File: src/rtl/zcd_frame_deserializer.sv
// Frame deserializer behind the ZCD pulse-interval decoder: hunts for a preamble,
// assembles MSB-first payload bytes, verifies an XOR checksum and classifies errors.
module zcd_frame_deserializer #(
  parameter int unsigned PAYLOAD_BYTES  = 4,
  parameter logic [3:0]  PREAMBLE       = 4'b0101,
  parameter int unsigned TIMEOUT_CYCLES = 64
) (
  input  logic       sclk_3mhz,
  input  logic       reset_n,
  input  logic       bit_in,
  input  logic       bit_valid,
  input  logic       bit_err,
  output logic [7:0] rx_data,
  output logic       rx_data_valid,
  output logic       frame_done,
  output logic       frame_err,
  output logic [1:0] err_code,
  output logic       busy
);

  localparam logic [3:0] LAST_BYTE  = 4'(PAYLOAD_BYTES - 1);
  localparam logic [7:0] IDLE_LIMIT = 8'(TIMEOUT_CYCLES - 1);

  typedef enum logic [1:0] {
    HUNT    = 2'd0,
    PAYLOAD = 2'd1,
    CHECK   = 2'd2
  } state_t;

  state_t      state_r, state_s;
  logic [2:0]  pre_sr_r, pre_sr_s;
  logic [2:0]  fill_r, fill_s;
  logic [6:0]  byte_sr_r, byte_sr_s;
  logic [2:0]  bit_cnt_r, bit_cnt_s;
  logic [3:0]  byte_cnt_r, byte_cnt_s;
  logic [7:0]  csum_r, csum_s;
  logic [7:0]  idle_r, idle_s;
  logic [3:0]  pre_word_s;
  logic [7:0]  full_byte_s;
  logic [7:0]  rx_data_s;
  logic        rx_data_valid_s, frame_done_s, frame_err_s, busy_s;
  logic [1:0]  err_code_s;

  // Next-state and next-output computation for the whole receiver.
  always_comb begin
    state_s         = state_r;
    pre_sr_s        = pre_sr_r;
    fill_s          = fill_r;
    byte_sr_s       = byte_sr_r;
    bit_cnt_s       = bit_cnt_r;
    byte_cnt_s      = byte_cnt_r;
    csum_s          = csum_r;
    idle_s          = idle_r;
    rx_data_s       = rx_data;
    rx_data_valid_s = 1'b0;
    frame_done_s    = 1'b0;
    frame_err_s     = 1'b0;
    err_code_s      = err_code;
    pre_word_s      = {pre_sr_r, bit_in};
    full_byte_s     = {byte_sr_r, bit_in};

    case (state_r)
      HUNT: begin
        if (bit_err) begin
          pre_sr_s = 3'd0;
          fill_s   = 3'd0;
        end else if (bit_valid) begin
          pre_sr_s = pre_word_s[2:0];
          fill_s   = (fill_r == 3'd4) ? 3'd4 : fill_r + 3'd1;
          if ((fill_s == 3'd4) && (pre_word_s == PREAMBLE)) begin
            state_s    = PAYLOAD;
            err_code_s = 2'b00;
            csum_s     = 8'd0;
            bit_cnt_s  = 3'd0;
            byte_cnt_s = 4'd0;
            idle_s     = 8'd0;
            byte_sr_s  = 7'd0;
            pre_sr_s   = 3'd0;
            fill_s     = 3'd0;
          end else begin
            state_s = HUNT;
          end
        end else begin
          state_s = HUNT;
        end
      end

      PAYLOAD, CHECK: begin
        if (bit_err) begin
          frame_err_s = 1'b1;
          err_code_s  = 2'b10;
          state_s     = HUNT;
          pre_sr_s    = 3'd0;
          fill_s      = 3'd0;
          idle_s      = 8'd0;
        end else if (bit_valid) begin
          idle_s    = 8'd0;
          byte_sr_s = full_byte_s[6:0];
          bit_cnt_s = bit_cnt_r + 3'd1;
          if (bit_cnt_r == 3'd7) begin
            if (state_r == PAYLOAD) begin
              rx_data_s       = full_byte_s;
              rx_data_valid_s = 1'b1;
              csum_s          = csum_r ^ full_byte_s;
              byte_cnt_s      = byte_cnt_r + 4'd1;
              state_s         = (byte_cnt_r == LAST_BYTE) ? CHECK : PAYLOAD;
            end else begin
              // Checksum byte is consumed here and never forwarded as data.
              if (full_byte_s == csum_r) begin
                frame_done_s = 1'b1;
              end else begin
                frame_err_s = 1'b1;
                err_code_s  = 2'b01;
              end
              state_s  = HUNT;
              pre_sr_s = 3'd0;
              fill_s   = 3'd0;
            end
          end else begin
            state_s = state_r;
          end
        end else if (idle_r == IDLE_LIMIT) begin
          frame_err_s = 1'b1;
          err_code_s  = 2'b11;
          state_s     = HUNT;
          pre_sr_s    = 3'd0;
          fill_s      = 3'd0;
          idle_s      = 8'd0;
        end else begin
          idle_s = idle_r + 8'd1;
        end
      end

      default: begin
        state_s  = HUNT;
        pre_sr_s = 3'd0;
        fill_s   = 3'd0;
      end
    endcase

    busy_s = (state_s != HUNT);
  end

  // State, datapath and registered outputs.
  always_ff @(posedge sclk_3mhz or negedge reset_n) begin
    if (!reset_n) begin
      state_r       <= HUNT;
      pre_sr_r      <= 3'd0;
      fill_r        <= 3'd0;
      byte_sr_r     <= 7'd0;
      bit_cnt_r     <= 3'd0;
      byte_cnt_r    <= 4'd0;
      csum_r        <= 8'd0;
      idle_r        <= 8'd0;
      rx_data       <= 8'd0;
      rx_data_valid <= 1'b0;
      frame_done    <= 1'b0;
      frame_err     <= 1'b0;
      err_code      <= 2'b00;
      busy          <= 1'b0;
    end else begin
      state_r       <= state_s;
      pre_sr_r      <= pre_sr_s;
      fill_r        <= fill_s;
      byte_sr_r     <= byte_sr_s;
      bit_cnt_r     <= bit_cnt_s;
      byte_cnt_r    <= byte_cnt_s;
      csum_r        <= csum_s;
      idle_r        <= idle_s;
      rx_data       <= rx_data_s;
      rx_data_valid <= rx_data_valid_s;
      frame_done    <= frame_done_s;
      frame_err     <= frame_err_s;
      err_code      <= err_code_s;
      busy          <= busy_s;
    end
  end

endmodule
File: config.mk
export PLATFORM = sky130hd
export DESIGN_NAME = zcd_frame_deserializer
export DESIGN_NICKNAME = d
export VERILOG_FILES = /design/src/rtl/zcd_frame_deserializer.sv
export SDC_FILE = /design/constraint.sdc
export NUM_CORES = 1
export LEC_CHECK = 0
export ABC_AREA = 1
export CAP_MARGIN = 20
export CORE_UTILIZATION = 35
export CTS_BUF_LIST = sky130_fd_sc_hd__clkbuf_8
export DETAILED_ROUTE_END_ITERATION = 10
export DONT_BUFFER_PORTS = 1
export SLEW_MARGIN = 20
export SYNTH_ARGS = -nofsm -noshare
export SYNTH_HDL_FRONTEND = slang
export SYNTH_SLANG_ARGS = --single-unit
File: constraint.sdc
create_clock -name sclk_3mhz -period 2.3 [get_ports sclk_3mhz]
set_input_delay 0.69 -clock sclk_3mhz [delete_from_list [all_inputs] [get_ports sclk_3mhz]]
set_output_delay 0.69 -clock sclk_3mhz [all_outputs]
set_load 0.005 [all_outputs]
==> flow_summary.json <==
{
  "worst-path-max-fanout": 24,
  "postSynthAreaPerCell_sq_um": 8.03,
  "vdd_drop_max_uv": 277,
  "status": "completed",
  "root_buffer": "clkbuf_8",
  "synth_top_family_by_area": "simple AND/OR/NAND/NOR gates",
  "antenna_found_initial": 0,
  "diodes": 0,
  "arrival_ns": 2.17,
  "port_buffers": 0,
  "muxShareOfSynthArea_pct": 0,
  "grt_util_all_layers_pct": 13.8,
  "synthTopCellsByArea": "dfrtp_1, nand2_1, inv_1, ha_1, nand3_1",
  "post-synth-top-area-cell": "dfrtp_1",
  "yosys.cell_count.top_type": "nand2_1",
  "ys_ff_latch": 52,
  "clockBufferDepth": 2,
  "wl_per_cell_um": 11.6,
  "synth_xor_area_share_pct": 0.632,
  "vias": 2084,
  "post_cts_resized": 0,
  "cts_tree": "done",
  "path_delay_family": "simple AND/OR/NAND/NOR gates",
  "setup_violations": 0,
  "syn_inst": 345,
  "synth-main-ff-cell": "dfrtp_1",
  "nets": 363,
  "io_pins": 19,
  "drt_iter0_drc": 50,
  "drc": 0,
  "fin_cells": 451,
  "synthSimpleGateAreaFrac_pct": 30.4,
  "clock_latency_ns": 0.32,
  "grt.overflow.total": 0,
  "synth_fp_nets": 360,
  "post-route-period-util_pct": 86.0,
  "detailed_place_hpwl_mm": 3.77,
  "die_area_sq_um": 8270,
  "critical_path_class": "flop to flop",
  "drive_above_1_share_pct": 11.7,
  "start_util_pct": 36.0,
  "die_w_um": 91.0,
  "syn_area_sq_um": 2770,
  "synth_top_area_share_pct": 47.0,
  "synth_compound_area_share_pct": 9.44,
  "yosysWarnings": 0,
  "rsz0062_at_grt": "false",
  "grt_max_degree": 53,
  "finalSetupTns_ns": 0,
  "cp-start-kind": "flop",
  "drv_slew": 0,
  "gp_congestion": 0.839,
  "required_ns": 2.49,
  "worstPathCellList": "inv_1 > ha_1 > inv_1 > nand2_1 > nand4_4 > nand2_1 > o21ai_2",
  "relSlewSlack_pct": 71.3,
  "synth_commonest_cells": "nand2_1, dfrtp_1, inv_1, nand3_1, nor2_1",
  "p_total_mw": 1.59,
  "rows": 32,
  "ctsHtreeMaxLevel": 2,
  "synth_cell_types": 33,
  "skew_ns": 0.0173,
  "critPathBufInv": 2,
  "synth_edf_count": 0,
  "synthArstFlopShare_pct": 100,
  "ant_nets": 0,
  "fp.dieH_um": 91.0,
  "area_growth_pct": 6.82,
  "first_pass_iters": 5,
  "wl_mm": 5.23,
  "hold_buffers": 0,
  "vias_per_cell": 4.62,
  "rrSetupSlack_ns": 0.32,
  "core_sq_um": 7690,
  "grt_pass1_vias": 2022,
  "cts_sinks": 52,
  "period_needed_ns": 1.98,
  "critPathMaxStageDelay_ns": 0.41,
  "clk_pin_slew_ns": 0.11,
  "dp_cells": 443,
  "grt_pass1_wl_mm": 9.22,
  "leakagePower_nw": 1.53,
  "maxCapViolCount": 0,
  "crit_slowest_cell": "dfrtp_1",
  "post-cts-setup-buffer-count": 0,
  "crit_path_end_kind": "flop",
  "max_freq_ghz": 0.506,
  "numCtsBuffers": 5,
  "synthAdderAreaFrac_pct": 4.52,
  "seq_area_frac_synth_pct": 47.0,
  "hp-class": "primary input to asynchronous set/reset pin",
  "hold_violations": 0,
  "power.density_nw_per_um2": 537,
  "worst-slew-pin-transition_ns": 0.429
}
[flip-flops by register name, summed over array words and instances (netlist names)]
| name | flops |
|---|---|
| frame_err | 1 |
| busy | 1 |
| byte_cnt_r | 4 |
| rx_data | 8 |
| err_code | 2 |
| state_r | 2 |
| frame_done | 1 |
| idle_r | 8 |
| bit_cnt_r | 3 |
| fill_r | 3 |
| pre_sr_r | 3 |
| byte_sr_r | 7 |
| csum_r | 8 |
| rx_data_valid | 1 |
[worst register-to-register path: cells and delay by family (launching register included)]
family | cells | cell delay (ns)
compound gates | 1 | 0.06
fa+ha+maj | 1 | 0.41
buf+inv | 2 | 0.24
flops | 1 | 0.41
simple gates | 3 | 0.74
[stage by stage]
stage	hold slack [ns]	worst slack [ns]	utilization, %	area (sq um)
5_1_grt	0.0287	0.139	38.5	2960
2_1_floorplan	0.394	0.641	-	2770
3_5_place_dp	0.395	0.331	37.2	2860
4_1_cts	0.0390	0.318	38.5	2960
3_3_place_gp	0.396	0.395	37.2	2860
6_report	0.0492	0.322	38.5	2960
[metal layers]
metal | track usage (%) | vias up | share of wire [%]
met2 | 21.8 | 32 | 44
met1 | 18.5 | 957 | 51
met4 | 4.37 | 0 | 1.5
met3 | 3.52 | 4 | 3.6
li1 | - | 1091 | -
met5 | 0 | - | 0
[cell type report]
type                       instances  area (sq um)
clock inverter                     3          28.8
multi-input combinational        242          1240
clock buffer                       5          68.8
tap                              102           128
timing repair buffer               3          22.5
inverter                          44           165
sequential                        52          1300
fill                             817          4730
[cells in the final DEF, fill, tap and decap left out, types with 2 or more instances in the layout]
cell	netlist	layout
dfrtp_1	52	52
inv_6	0	2
inv_1	42	42
nor2_1	21	21
xor2_1	2	2
nor3_1	2	2
ha_1	10	10
nand4_1	4	4
o21ai_0	10	10
nand3_2	3	3
nand2_1	129	129
buf_4	0	3
a21oi_1	7	7
nand3_1	25	25
inv_2	2	2
o21ai_2	13	13
a22oi_2	2	2
clkbuf_8	1	5
nor2_2	2	2
[cells by family (layout without fill, tap and decap cells)]
| logic type | Yosys count | after routing |
|---|---|---|
| AOI/OAI and AO/OA | 37 | 37 |
| xor gates and xnor gates | 2 | 2 |
| and+or+nand+nor | 193 | 193 |
| buffers and inverters | 51 | 55 |
| adders and majority gates | 10 | 10 |
| DFF | 52 | 52 |
[report_power, final]
group          leakage, nW  switching (mW)  total [mW]  internal, mW
clock               0.0511           0.337       0.568         0.230
combinational        0.762          0.0514      0.0792        0.0279
sequential           0.719          0.0125       0.942         0.929
[path summary, 6_finish.rpt]
| kind | from | endpoint | depth (start not counted) |
|---|---|---|---|
| setup / recovery | state_r[0]$_DFF_PN0_ | csum_r[6]$_DFFE_PN0P_ | 7 |
| hold / removal | reset_n | rx_data[0]$_DFFE_PN0P_ | 0 |
| setup reg to reg | state_r[0]$_DFF_PN0_ | csum_r[6]$_DFFE_PN0P_ | 7 |
| hold reg to reg | pre_sr_r[2]$_DFFE_PN0P_ | pre_sr_r[2]$_DFFE_PN0P_ | 2 |
| max in group asynchronous | reset_n | bit_cnt_r[2]$_DFFE_PN0P_ | 0 |
| min in group sclk_3mhz | bit_in | rx_data[0]$_DFFE_PN0P_ | 2 |
Note: power is estimated with default switching activity, not from simulation.
